<file path="config.mk">
export PLATFORM = sky130hd
export DESIGN_NAME = hamming_serial_rx
export DESIGN_NICKNAME = d
export VERILOG_FILES = /design/src/rtl/hamming_pkg.sv /design/src/rtl/hamming74_correct.sv /design/src/rtl/hamming_serial_rx.sv
export SDC_FILE = /design/constraint.sdc
export NUM_CORES = 1
export LEC_CHECK = 0
export BUFFER_PORTS_ARGS = -buffer_cell sky130_fd_sc_hd__clkbuf_2
export CAP_MARGIN = 20
export CORE_MARGIN = 4
export CORE_UTILIZATION = 45
export CTS_BUF_LIST = sky130_fd_sc_hd__clkbuf_4
export CTS_CLUSTER_DIAMETER = 40
export DETAILED_ROUTE_END_ITERATION = 10
export HOLD_SLACK_MARGIN = 0.02
export PLACE_DENSITY = 0.72
export SYNTH_ARGS = -nofsm -noshare
export SYNTH_HDL_FRONTEND = slang
export SYNTH_SLANG_ARGS = --single-unit
</file>
<file path="constraint.sdc">
create_clock -name clk -period 2.52 [get_ports clk]
set_clock_uncertainty 0.15 [all_clocks]
set_input_delay 0 -clock clk [delete_from_list [all_inputs] [get_ports clk]]
set_output_delay 0 -clock clk [all_outputs]
set_load 0.02 [all_outputs]
</file>
<file path="src/rtl/hamming_pkg.sv">
// rtl/hamming_pkg.sv - Hamming(7,4) positions, types and syndrome helper
package hamming_pkg;

    localparam int P1 = 1;
    localparam int P2 = 2;
    localparam int D1 = 3;
    localparam int P4 = 4;
    localparam int D2 = 5;
    localparam int D3 = 6;
    localparam int D4 = 7;

    localparam int SYN_W = 3;

    typedef logic [7:1]       code_t;
    typedef logic [4:1]       data_t;
    typedef logic [SYN_W-1:0] syn_t;
    typedef logic [2:0]       bit_cnt_t;

    typedef enum logic {
        ST_IDLE = 1'b0,
        ST_RECV = 1'b1
    } rx_state_t;

    // Each check bit covers the positions whose index has that bit set;
    // odd parity is folded in by xoring parity_type into every check.
    function automatic syn_t syndrome74(input code_t code, input logic parity_type);
        logic s1, s2, s4;
        s1 = code[P1] ^ code[D1] ^ code[D2] ^ code[D4] ^ parity_type;
        s2 = code[P2] ^ code[D1] ^ code[D3] ^ code[D4] ^ parity_type;
        s4 = code[P4] ^ code[D2] ^ code[D3] ^ code[D4] ^ parity_type;
        return {s4, s2, s1};
    endfunction

endpackage

</file>
<file path="src/rtl/hamming74_correct.sv">
// rtl/hamming74_correct.sv - combinational Hamming(7,4) single-error correction
module hamming74_correct
    import hamming_pkg::*;
(
    input  code_t code,
    input  logic  parity_type,
    output data_t data,
    output syn_t  err_pos
);

    syn_t syn;

    // Only data positions are extracted, so only their flips matter here.
    always_comb begin
        syn     = syndrome74(code, parity_type);
        err_pos = syn;
        data    = {code[D4] ^ (syn == syn_t'(D4)),
                   code[D3] ^ (syn == syn_t'(D3)),
                   code[D2] ^ (syn == syn_t'(D2)),
                   code[D1] ^ (syn == syn_t'(D1))};
    end

endmodule

</file>
<file path="src/rtl/hamming_serial_rx.sv">
// rtl/hamming_serial_rx.sv - serial Hamming(7,4) receiver; optional stats via HAMMING_RX_STATS_EN
module hamming_serial_rx
    import hamming_pkg::*;
#(
    parameter int CNT_W = 16
) (
    input  logic             clk,
    input  logic             rst,
    input  logic             parity_type,
    input  logic             ser_in,
    input  logic             ser_valid,
    input  logic             ser_sof,
    output logic [4:1]       data_out,
    output logic             out_valid,
    input  logic             out_ready,
    output logic             err_corr,
    output logic [2:0]       err_pos,
    output logic             overflow,
    input  logic             stat_clr,
    output logic [CNT_W-1:0] cnt_corr,
    output logic [CNT_W-1:0] cnt_ovf
);

    rx_state_t state_q, state_d;
    bit_cnt_t  bit_cnt_q, bit_cnt_d;
    bit_cnt_t  wr_pos;
    logic      bit_we;
    logic      word_done;
    logic [6:1] shift_q;

    code_t done_code;
    data_t fix_data;
    syn_t  fix_pos;
    logic  load;
    logic  drop;

    // FSM state and bit counter register
    always_ff @(posedge clk) begin
        if (rst) begin
            state_q   <= ST_IDLE;
            bit_cnt_q <= '0;
        end else begin
            state_q   <= state_d;
            bit_cnt_q <= bit_cnt_d;
        end
    end

    // Next state: sof always restarts a word, c7 completes it
    always_comb begin
        state_d   = state_q;
        bit_cnt_d = bit_cnt_q;
        bit_we    = 1'b0;
        word_done = 1'b0;
        wr_pos    = ser_sof ? bit_cnt_t'(1) : bit_cnt_q;
        case (state_q)
            ST_IDLE: begin
                if (ser_valid && ser_sof) begin
                    state_d   = ST_RECV;
                    bit_cnt_d = bit_cnt_t'(2);
                    bit_we    = 1'b1;
                end
            end
            ST_RECV: begin
                if (ser_valid) begin
                    bit_we = 1'b1;
                    if (ser_sof) begin
                        bit_cnt_d = bit_cnt_t'(2);
                    end else if (bit_cnt_q == bit_cnt_t'(7)) begin
                        word_done = 1'b1;
                        state_d   = ST_IDLE;
                        bit_cnt_d = '0;
                    end else begin
                        bit_cnt_d = bit_cnt_q + bit_cnt_t'(1);
                    end
                end
            end
            default: begin
                state_d   = ST_IDLE;
                bit_cnt_d = '0;
            end
        endcase
    end

    // Shift register holds c1..c6; c7 is taken straight from the line
    always_ff @(posedge clk) begin
        if (rst) begin
            shift_q <= '0;
        end else begin
            for (int i = 1; i <= 6; i++) begin
                if (bit_we && wr_pos == bit_cnt_t'(i)) begin
                    shift_q[i] <= ser_in;
                end
            end
        end
    end

    assign done_code = {ser_in, shift_q};

    hamming74_correct u_correct (
        .code        (done_code),
        .parity_type (parity_type),
        .data        (fix_data),
        .err_pos     (fix_pos)
    );

    assign load = word_done && (!out_valid || out_ready);
    assign drop = word_done && out_valid && !out_ready;

    // Output register: new word replaces an accepted one, else is dropped
    always_ff @(posedge clk) begin
        if (rst) begin
            out_valid <= 1'b0;
            data_out  <= '0;
            err_corr  <= 1'b0;
            err_pos   <= '0;
            overflow  <= 1'b0;
        end else begin
            overflow <= drop;
            if (load) begin
                out_valid <= 1'b1;
                data_out  <= fix_data;
                err_pos   <= fix_pos;
                err_corr  <= (fix_pos != '0);
            end else if (out_ready) begin
                out_valid <= 1'b0;
            end
        end
    end

`ifdef HAMMING_RX_STATS_EN
    logic [CNT_W-1:0] cnt_corr_q;
    logic [CNT_W-1:0] cnt_ovf_q;

    // Saturating event counters; clear has priority over counting
    always_ff @(posedge clk) begin
        if (rst || stat_clr) begin
            cnt_corr_q <= '0;
            cnt_ovf_q  <= '0;
        end else begin
            if (load && fix_pos != '0 && cnt_corr_q != '1) begin
                cnt_corr_q <= cnt_corr_q + CNT_W'(1);
            end
            if (drop && cnt_ovf_q != '1) begin
                cnt_ovf_q <= cnt_ovf_q + CNT_W'(1);
            end
        end
    end

    assign cnt_corr = cnt_corr_q;
    assign cnt_ovf  = cnt_ovf_q;
`else
    logic stat_clr_unused;
    assign stat_clr_unused = stat_clr;
    assign cnt_corr = '0;
    assign cnt_ovf  = '0;
`endif

endmodule

</file>
==> results_dict.tcl <==
set metrics [dict create \
    vias_in_the_first_global_route 1104 \
    avgViaCountPerCell 5.03 \
    grt_max_degree 23 \
    synth_compound_gate_area_share_pct 14.9 \
    floorplan.die.height_um 67.7 \
    hold_start "err_corr" \
    clk_latency_ns 0.29 \
    drt-initial-drc-count 37 \
    postSynthCellCount 193 \
    r2r_setup_slack_ns 0.14 \
    synth_most_common_cell "sky130_fd_sc_hd__buf_4" \
    critical-path-max-stage-delay_ns 0.64 \
    globalRoute.totalOverflow 0 \
    htree_levels 1 \
    core_region_area_um2 3390 \
    post_synth_mux_area_share_pct 8.43 \
    timing.final.setup_violations 0 \
    top_reg_cell_synth "sky130_fd_sc_hd__dfxtp_1" \
    antenna_violating_nets_post_route 0 \
    holdCritPathClass "reg -> reg" \
    worst_ir_drop_vdd_v 0.000221 \
    worstSetupEndpointType "flip-flop" \
    fmax_mhz 420 \
    hold_buffers 7 \
    max-cap-violations 0 \
    dp.final_hpwl_mm 2.16 \
    die_x_um 67.7 \
    synth_simple_gate_area_share_pct 23.7 \
    wp_data_required_ns 2.58 \
    grt_pass1_wl_mm 4.84 \
    crit_type "reg -> reg" \
    finalInstanceArea_um2 1680 \
    finalMaxSlewViolations 0 \
    rr_endpoint "data_out[2]" \
    cp_top_family "flip-flops" \
    top_level_ports 50 \
    grt_setup_unrepaired "no" \
    synthTopCellsByArea "sky130_fd_sc_hd__dfxtp_1 25%, sky130_fd_sc_hd__buf_4 16%, sky130_fd_sc_hd__mux2i_1 5.6%, sky130_fd_sc_hd__xnor2_1 5.5%, sky130_fd_sc_hd__nor2_1 4.9%" \
    synth-edff-count 0 \
    critical-path-slowest-cell "sky130_fd_sc_hd__dfxtp_1" \
    yosysWarningCount 0 \
    ctsRootBufferMaster "sky130_fd_sc_hd__clkbuf_4" \
    reg2reg_depth 6 \
    aggregate_routed_wire_length_mm 2.96 \
    synth_top_area_share_pct 25.0 \
    gr-usage-all-layers_pct 13.6 \
    cts.repair.resized 0 \
    tightestPinTransition_ns 0.509 \
    clock_slew_seen_by_the_registers_of_the_worst_setup_and_hold_paths_ns 0.11 \
    clkSinkCount 20 \
    critical_path.max_fanout 15 \
    initial_utilization_pct 47.3 \
    postSynth.asyncResetShare_pct 0 \
    clk_path_buf_depth 2 \
    clock_tree_from_tritoncts "yes" \
    yosysSeqAreaShare_pct 25.0 \
    power-per-cell-area_nw_per_um2 356 \
    synth.cell_area_um2 1600 \
    detail_route.wl_per_cell_um 11.5 \
    timing.critical_path.cells "and4bb_1, or2_1, a21o_1, mux4_2, xnor2_1, a211oi_1" \
    synth_xor_area_share_pct 6.48 \
    worstHoldPathCells 2 \
    synth_top_family_by_area "simple AND/OR/NAND/NOR gates" \
    antenna_found_initial 0 \
    placement.cell_area_um2 1590 \
    max_slew_margin_pct 66.0 \
    detail_route.drc_violations 0 \
    post_synth_most_frequent_cells "34 x sky130_fd_sc_hd__buf_4, 21 x sky130_fd_sc_hd__nor2_1, 20 x sky130_fd_sc_hd__dfxtp_1, 10 x sky130_fd_sc_hd__xnor2_1" \
    synth.largest_area_cell "sky130_fd_sc_hd__dfxtp_1" \
    nNetsFinal 222 \
    synth_adder_area_share_pct 1.56 \
    cts_inserted_buffers 3 \
    rows 21 \
    floorplan.die_area_um2 4580 \
    final_layout_size_suffix_gt1_share_pct 15.2 \
    buffers_inverters_on_critical_path 0 \
    gp_congestion 0.830 \
    avgSynthCellArea_um2 8.30 \
    synth_cell_types 49 \
    first_pass_iters 4 \
    start_kind "flip-flop" \
    rr_startpoint "shift_q[5]" \
    min_period_over_period_pct 94.5 \
    setup_total_negative_slack_ns 0 \
    leakagePower_nw 0.726 \
    antennaDiodeCount 0 \
    post_cts.repair.setup_buffers 0 \
    finalHoldViolCount 0 \
    outcome "completed" \
    holdPathEnd "err_corr" \
    timing.critical_path.arrival_ns 2.44 \
    final_period_minus_worst_setup_slack_ns 2.38 \
    total_number_of_vias 1288 \
    yosys_register_bits 20 \
    layout-area-overhead-vs-synth_pct 4.76 \
    place.port_buffers 16 \
]
[worst register-to-register path, delay by kind of cell (launching register included)]
| kind | cells | cell delay (ns) |
|---|---|---|
| DFF | 1 | 0.64 |
| and+or+nand+nor | 2 | 0.49 |
| muxes | 1 | 0.46 |
| AOI/OAI and AO/OA | 2 | 0.41 |
| xor gates and xnor gates | 1 | 0.14 |
[how the worst max path moves through the flow]
stage          startpoint     endpoint  cells past startpoint
2_1_floorplan  shift_q[1]  data_out[2]                      7
3_3_place_gp   shift_q[5]  data_out[2]                      6
3_5_place_dp   shift_q[5]  data_out[2]                      6
4_1_cts        shift_q[5]  data_out[2]                      6
5_1_grt        shift_q[1]  data_out[1]                      7
6_report       shift_q[5]  data_out[2]                      6
[flip-flops by register name (all words and copies together), names as in the netlist]
| name | flops |
|---|---|
| err_corr | 1 |
| err_pos | 3 |
| state_q | 1 |
| out_valid | 1 |
| data_out | 4 |
| shift_q | 6 |
| overflow | 1 |
| bit_cnt_q | 3 |
[layout by cell type (no fill, tap or decap), types with 6 or more instances in the layout]
master / count
sky130_fd_sc_hd__a21oi_1: 9
sky130_fd_sc_hd__clkbuf_2: 16
sky130_fd_sc_hd__conb_1: 32
sky130_fd_sc_hd__dfxtp_1: 20
sky130_fd_sc_hd__dlygate4sd3_1: 7
sky130_fd_sc_hd__mux2i_1: 9
sky130_fd_sc_hd__nand2_1: 7
sky130_fd_sc_hd__nand3_1: 6
sky130_fd_sc_hd__nor2_1: 21
sky130_fd_sc_hd__o21ai_0: 7
sky130_fd_sc_hd__xnor2_1: 10
[report_power, final]
part | leakage, nW | internal, mW | total, mW | switching (mW)
Combinational | 0.551 | 0.0391 | 0.126 | 0.0866
Clock | 0.0138 | 0.0556 | 0.145 | 0.0898
Sequential | 0.162 | 0.320 | 0.327 | 0.00705
Total | 0.726 | 0.414 | 0.598 | 0.183
[cell type report]
| class | instances | area [um2] |
|---|---|---|
| fill | 347 | 1710 |
| tap | 46 | 57.6 |
| sequential | 20 | 400 |
| timing repair buffer | 27 | 180 |
| multi-input combinational | 156 | 1000 |
| inverter | 4 | 15.0 |
| clock buffer | 3 | 22.5 |
[metrics by stage]
| step | util [%] | hold WS, ns | std cells | setup WS [ns] | total power [mW] |
|---|---|---|---|---|---|
| 2_1_floorplan | - | 0.0105 | 224 | 0.512 | 0.468 |
| 3_3_place_gp | 46.8 | 0.155 | 246 | 0.191 | 0.448 |
| 3_5_place_dp | 46.8 | 0.169 | 246 | 0.173 | 0.449 |
| 4_1_cts | 49.5 | 0.310 | 256 | 0.149 | 0.603 |
| 5_1_grt | 49.5 | 0.333 | 256 | 0.0307 | 0.631 |
| 6_report | 49.5 | 0.306 | 256 | 0.139 | 0.598 |
[per-layer routing]
| metal | vias to the layer above | share of wire (%) | GRT usage [%] |
|---|---|---|---|
| li1 | 654 | - | - |
| met5 | - | 0 | 0 |
| met4 | 0 | 0.74 | 3.29 |
| met3 | 2 | 6.7 | 3.49 |
| met2 | 43 | 47 | 22.5 |
| met1 | 589 | 46 | 17.4 |
[cell families after synthesis]
family          after synthesis
fa+ha+maj                     2
buf+inv                      48
compound gates               37
xor+xnor                     11
mux                          11
simple gates                 63
other cells                   1
flops                        20
No activity file was read; power rests on OpenSTA's default activity.
